`src/rtl/seg_frame_reader.sv`:
```
// Reads back the two digits shown on a common-anode 7-segment display
// by sampling its segment/anode nets and waiting for a stable frame.
module seg_frame_reader #(
  parameter int unsigned STABLE_CYCLES = 4
) (
  input  logic       clk,
  input  logic       rst_n,
  input  logic [6:0] seg,
  input  logic [1:0] an,
  input  logic       sel,
  output logic [3:0] units,
  output logic [3:0] tens,
  output logic [6:0] value,
  output logic       valid,
  output logic       bad_pat
);

  typedef enum logic [1:0] {
    IDLE,
    TRACK,
    HOLD
  } state_t;

  localparam logic [9:0] IDLE_FRAME = {7'h7F, 2'b11, 1'b0};
  localparam logic [7:0] STABLE = 8'(STABLE_CYCLES);

  logic [9:0] sync1_q, frame_q, prev_q;
  state_t     state_q, state_d;
  logic [7:0] cnt_q, cnt_d;
  logic [3:0] units_q, units_d;
  logic [3:0] tens_q, tens_d;
  logic [6:0] value_q, value_d;
  logic       valid_q, valid_d;
  logic       bad_q, bad_d;

  logic [6:0] f_seg;
  logic [1:0] f_an;
  logic       f_sel;
  logic       chg, an_idle, cap, ok;
  logic       to_units, to_tens;
  logic [3:0] dig;

  assign f_seg   = frame_q[9:3];
  assign f_an    = frame_q[2:1];
  assign f_sel   = frame_q[0];
  assign chg     = frame_q != prev_q;
  assign an_idle = f_an == 2'b11;

  // previous frame feeds the change detector
  always_ff @(posedge clk or negedge rst_n) begin
    if (!rst_n) begin
      sync1_q <= IDLE_FRAME;
      frame_q <= IDLE_FRAME;
      prev_q  <= IDLE_FRAME;
    end else begin
      sync1_q <= {seg, an, sel};
      frame_q <= sync1_q;
      prev_q  <= frame_q;
    end
  end

  always_comb begin
    ok  = 1'b1;
    dig = 4'd0;
    case (f_seg)
      7'b0000001: dig = 4'd0;
      7'b1001111: dig = 4'd1;
      7'b0010010: dig = 4'd2;
      7'b0000110: dig = 4'd3;
      7'b1001100: dig = 4'd4;
      7'b0100100: dig = 4'd5;
      7'b0100000: dig = 4'd6;
      7'b0001111: dig = 4'd7;
      7'b0000000: dig = 4'd8;
      7'b0000100: dig = 4'd9;
      default:    ok  = 1'b0;
    endcase
  end

  always_comb begin
    state_d = state_q;
    cnt_d   = cnt_q;
    cap     = 1'b0;
    case (state_q)
      IDLE: begin
        cnt_d = 8'd0;
        if (!an_idle) begin
          state_d = TRACK;
          cnt_d   = 8'd1;
        end
      end
      TRACK: begin
        if (an_idle) begin
          state_d = IDLE;
          cnt_d   = 8'd0;
        end else if (chg) begin
          cnt_d = 8'd1;
        end else if (cnt_q >= STABLE) begin
          cap     = 1'b1;
          state_d = HOLD;
        end else begin
          cnt_d = cnt_q + 8'd1;
        end
      end
      HOLD: begin
        if (chg) begin
          state_d = an_idle ? IDLE : TRACK;
          cnt_d   = an_idle ? 8'd0 : 8'd1;
        end
      end
      default: begin
        state_d = IDLE;
        cnt_d   = 8'd0;
      end
    endcase
  end

  assign to_units = (f_an == 2'b10) || ((f_an == 2'b00) && f_sel);
  assign to_tens  = (f_an == 2'b01) || ((f_an == 2'b00) && !f_sel);

  always_comb begin
    units_d = units_q;
    tens_d  = tens_q;
    bad_d   = cap && !ok;
    if (cap && ok && to_units) units_d = dig;
    if (cap && ok && to_tens)  tens_d  = dig;
    value_d = ({3'b000, tens_q} * 7'd10) + {3'b000, units_q};
    valid_d = value_d != value_q;
  end

  always_ff @(posedge clk or negedge rst_n) begin
    if (!rst_n) begin
      state_q <= IDLE;
      cnt_q   <= 8'd0;
      units_q <= 4'd0;
      tens_q  <= 4'd0;
      value_q <= 7'd0;
      valid_q <= 1'b0;
      bad_q   <= 1'b0;
    end else begin
      state_q <= state_d;
      cnt_q   <= cnt_d;
      units_q <= units_d;
      tens_q  <= tens_d;
      value_q <= value_d;
      valid_q <= valid_d;
      bad_q   <= bad_d;
    end
  end

  assign units   = units_q;
  assign tens    = tens_q;
  assign value   = value_q;
  assign valid   = valid_q;
  assign bad_pat = bad_q;

endmodule

```
`config.mk`:
```
export PLATFORM = sky130hd
export DESIGN_NAME = seg_frame_reader
export DESIGN_NICKNAME = d
export VERILOG_FILES = /design/src/rtl/seg_frame_reader.sv
export SDC_FILE = /design/constraint.sdc
export NUM_CORES = 1
export LEC_CHECK = 0
export CAP_MARGIN = 20
export CORE_UTILIZATION = 45
export DETAILED_ROUTE_END_ITERATION = 6
export PLACE_DENSITY = 0.66
export SLEW_MARGIN = 20
export SYNTH_ARGS = -nofsm -noshare
export SYNTH_HDL_FRONTEND = slang
export SYNTH_SLANG_ARGS = --single-unit
```
`constraint.sdc`:
```
create_clock -name clk -period 3.94 [get_ports clk]
set_clock_uncertainty 0.1 [all_clocks]
set_input_delay 0.788 -clock clk [delete_from_list [all_inputs] [get_ports clk]]
set_output_delay 0.788 -clock clk [all_outputs]
set_load 0.01 [all_outputs]
```
==> summary by stage <==
Critical path
The endpoint class of the critical path is a flip-flop. The beginning of the worst register-to-register path is frame_q[9]$_DFF_PN1_. The maximum net fanout on the critical path is 11. The worst reg2reg path depth is 5. The endpoint of the lowest-slack register-to-register path is units[0]$_DFFE_PN0P_. Across all register-to-register paths, the minimum setup slack is 1.30 ns. The endpoint required time on the critical path is 4.07 ns.

The signal arrival time at the worst endpoint is about 2.8 ns. STA classifies the critical path startpoint as a flip-flop. The critical path class is reg -> reg.

Hold path
The worst hold path belongs to the class reg -> reg. The worst hold path terminates at frame_q[6]$_DFF_PN1_. The worst hold path was traced through 0 stages.

The startpoint identified for the worst hold timing path is sync1_q[6]$_DFF_PN1_.

Cells and area
The footprint of the flip-flops and latches is approximately 0.0015 sq mm. The number of antenna diodes in the final layout is 0. The layout cell share with drive strength beyond 1 is 24.8%.

The post-route cell area is between 0.003 and 0.004 sq mm. The count of fill cells added during filler insertion is around 460. The final layout contains 252 nets. The final cell utilization of the core is between 50% and 60%. The area growth from synthesis to final layout is 20.9%. The combined area of the multi-input logic cells is 0.00101 sq mm.

Synthesis
After Yosys synthesis, full adders, half adders and majority gates account for between 6 and 7% of the synthesized area. After synthesis, the cell types taking the most area are sky130_fd_sc_hd__dfrtp_1 (30%), sky130_fd_sc_hd__dfstp_2 (28%), sky130_fd_sc_hd__xor2_1 (5.5%). The xor-xnor portion of the synthesized cell area is 8.26%.

The portion of netlist area occupied by mux cells is 3.98%. Summing the areas of all compound-gate instances in the mapped netlist gives ~8.8% of the synthesized area. The simple-gate portion of the synthesized area is between 10% and 20%. The share of flip-flops with an asynchronous set or reset after synthesis is 100%. The number of synthesized flops with an enable pin is 0. The number of synthesized register bits is 57. The most area-hungry cell type in the Yosys netlist is sky130_fd_sc_hd__dfrtp_1. The count of distinct cell types in the synthesized netlist is about 40. In this run the mean area of a mapped cell was about 13 sq um. Among all flip-flop cells after synthesis, the most frequent one is sky130_fd_sc_hd__dfrtp_1. The area share of the leading cell type in the synthesized netlist is 29.5%. By area, the combinational part of the netlist is dominated by simple AND/OR/NAND/NOR gates.

Summing every instance area after synthesis gives roughly 0.0025 sq mm. Yosys instantiated no cell more often than sky130_fd_sc_hd__dfrtp_1. Counting every net in the synthesized netlist gives about 220. Sorting the synthesized cells by how often they occur yields sky130_fd_sc_hd__dfrtp_1 (30), sky130_fd_sc_hd__dfstp_2 (27), sky130_fd_sc_hd__xor2_1 (16).

Yosys printed 0 warnings. The gate count of the mapped netlist is just under 200. The post-synthesis sequential area ratio is 57.4%.

CTS
The TritonCTS clock tree is yes. Clock-pin slew was measured on the worst setup and hold paths at 0.07 ns. In this run the clock root is driven by a sky130_fd_sc_hd__clkbuf_8.

Counting along the longest clock path gives a buffer depth of 2. CTS saw 57 sinks. The number of H-tree branching levels is 3. Post-CTS timing repair inserted 0 buffers for setup.

The insertion delay to the later sink of the worst-skew pair is ~0.34 ns. The total CTS buffers is 9. Buffers inserted to repair hold after CTS numbered 0.

The number of gates resized after CTS was 0.

Route
The detailed router finished its first iteration with between 70 and 80 violations. For this run, design rule violations remaining after detail routing come to 0. Wire segments on met2 add up to 1940 um in the final route. The count of nets left with antenna violations once routing finished came out at 0. The routed design uses 214 um of met3 wire.

Using the TritonRoute via totals, the vias-per-cell ratio works out to between 5 and 6. For this block, wires on met1 add up to approximately 1800 um. The routed layout has 1,565 vias.

The highest signal layer in the routed design is met4. The average wire length per cell after detail routing is roughly 13 um. The first-pass iteration count of the detailed router is 5. Wires add up to just over 4000 um.

STA
The count of endpoints failing hold in the final timing report came to 0. After routing, the total negative slack on setup checks comes to 0 ns. Setup repair after global routing left no endpoint under its margin.

The actual transition at the worst max-transition pin is 0.659 ns. Setup violations remaining at the end of the flow were counted as 0. The maximum frequency from static timing analysis is 379 MHz.

The final period demand of the worst path is 2.64 ns. In this run the tightest slew margin relative to its limit is a little under three fifths. The portion of the clock cycle consumed by the worst path in the final layout is 66.9%. After layout, the worst setup slack is 1.30 ns.

The count of final max-slew check failures is 0. Across all hold checks on the routed design, the worst slack comes to 0.257 ns.

Power
The maximum resistive drop on vdd is ~0.00023 V. For this design the static power due to leakage is around 0.0014 uW. Power spread over the standard cell area amounts to 400 mW/mm^2.

Outcome
The run finished with clean final reports.

Die
The core outline area is between 0.005 and 0.006 sq mm. In this run the core area contains 27 standard-cell rows. The floorplan die area is between 0.005 and 0.006 sq mm. For this configuration, the core starts out at a cell density of 46.5%. The die boundary width is slightly below 80 um. The die height is 77.2 um.

During I/O placement, the number of pins put on the boundary was 29.

Job
The max-capacitance violation count is 0.

Global routing
The via count of the first global-routing pass is roughly 1,600. Entering global routing, the biggest net connects 51 pins. Global routing finished with a remaining overflow of 0. The global-route wire length before repair is 7370 um. The initial antenna violation count was 0. The total routing resource utilization after global routing is between 10% and 20%.

Placement
The area of placed instances is approximately 0.0029 sq mm. The HPWL after detailed placement is 2840 um. The number of buffers added on ports is 28. The final weighted congestion in routability-driven placement is between 0.8 and 0.9. Prior to clock tree synthesis, the placed netlist has a worst setup slack of 1.36 ns.
## critical path: stages, from the launching register on
cell	delay [ns]
sky130_fd_sc_hd__dfstp_2	0.62
sky130_fd_sc_hd__xor2_1	0.09
sky130_fd_sc_hd__nor4_1	0.42
sky130_fd_sc_hd__nand3_1	0.42
sky130_fd_sc_hd__nor4b_4	0.49
sky130_fd_sc_hd__mux2_2	0.38
## through the flow
| stage | power, uW | instances |
|---|---|---|
| 6_report | 1230 | 306 |
| 5_1_grt | 1280 | 306 |
| 4_1_cts | 1250 | 306 |
| 3_5_place_dp | 695 | 290 |
| 3_3_place_gp | 693 | 290 |
| 2_1_floorplan | 667 | 196 |
## logic make-up (layout without fill, tap and decap cells)
family,count (synthesis),in the layout
multiplexers,9,9
XOR/XNOR,24,24
adder cells (fa/ha/maj),11,11
buffers and inverters,12,50
AND/OR/NAND/NOR,56,56
flip-flops,57,57
AO/OA/AOI/OAI,27,27
## registers in the layout, summed over array words and instances (netlist names)
signal / count
cnt_q: 8
state_q: 2
sync1_q: 10
value: 7
valid: 1
frame_q: 10
units: 4
tens: 4
prev_q: 10
bad_pat: 1
## per-layer routing
| metal | vias to the layer above | track usage (%) |
|---|---|---|
| li1 | 752 | - |
| met1 | 767 | 20.0 |
| met2 | 38 | 25.4 |
| met3 | 8 | 6.31 |
| met4 | 0 | 7.36 |
| met5 | - | 0 |
## area by class of cell
class / instances / area share [%]
Multi-Input combinational cell: 127 / 33.0
Clock inverter: 7 / 2.56
Tap cell: 72 / 2.93
Sequential cell: 57 / 47.5
Clock buffer: 9 / 4.03
Inverter: 4 / 0.488
Timing Repair Buffer: 30 / 9.52
## worst max path at each step
stage                                      end                  from  slack [ns]  cells past startpoint
after floorplan                valid$_DFF_PN0_   tens[1]$_DFFE_PN0P_        1.67                      8
after global placement    units[1]$_DFFE_PN0P_  frame_q[9]$_DFF_PN1_        1.39                      5
after detailed placement  units[0]$_DFFE_PN0P_  frame_q[9]$_DFF_PN1_        1.36                      5
after CTS                 units[0]$_DFFE_PN0P_  frame_q[9]$_DFF_PN1_        1.34                      5
after global routing      units[0]$_DFFE_PN0P_  frame_q[9]$_DFF_PN1_        1.21                      5
final                     units[0]$_DFFE_PN0P_  frame_q[9]$_DFF_PN1_        1.30                      5
## report_power, final
group	leakage (uW)	internal, uW	switching [uW]
clock network	0.0000921	295	251
logic	0.000587	25.1	26.5
registers	0.000690	614	18.2
## cell usage in the layout (no fill, tap or decap), types with 2 or more instances in the layout
cell type / n
sky130_fd_sc_hd__o21bai_1: 2
sky130_fd_sc_hd__and3_1: 2
sky130_fd_sc_hd__buf_4: 3
sky130_fd_sc_hd__dfstp_2: 27
sky130_fd_sc_hd__a21oi_1: 6
sky130_fd_sc_hd__dfrtp_1: 30
sky130_fd_sc_hd__a21o_1: 2
sky130_fd_sc_hd__ha_1: 9
sky130_fd_sc_hd__clkbuf_8: 9
sky130_fd_sc_hd__fa_1: 2
sky130_fd_sc_hd__xor2_1: 16
sky130_fd_sc_hd__clkdlybuf4s50_1: 27
sky130_fd_sc_hd__a41oi_1: 4
sky130_fd_sc_hd__nand2b_1: 2
sky130_fd_sc_hd__xnor2_1: 8
sky130_fd_sc_hd__clkinvlp_4: 3
sky130_fd_sc_hd__and3b_1: 2
sky130_fd_sc_hd__clkinv_4: 2
sky130_fd_sc_hd__nand3_1: 4
sky130_fd_sc_hd__nor2_1: 15
sky130_fd_sc_hd__o21ai_0: 4
sky130_fd_sc_hd__mux2_1: 2
sky130_fd_sc_hd__inv_1: 4
sky130_fd_sc_hd__nand2_1: 12
sky130_fd_sc_hd__a211oi_1: 2
sky130_fd_sc_hd__nor4_1: 5
sky130_fd_sc_hd__nor3_1: 5
sky130_fd_sc_hd__nor3b_1: 2
sky130_fd_sc_hd__mux2_2: 7
Power figures use the tool's default switching activity.
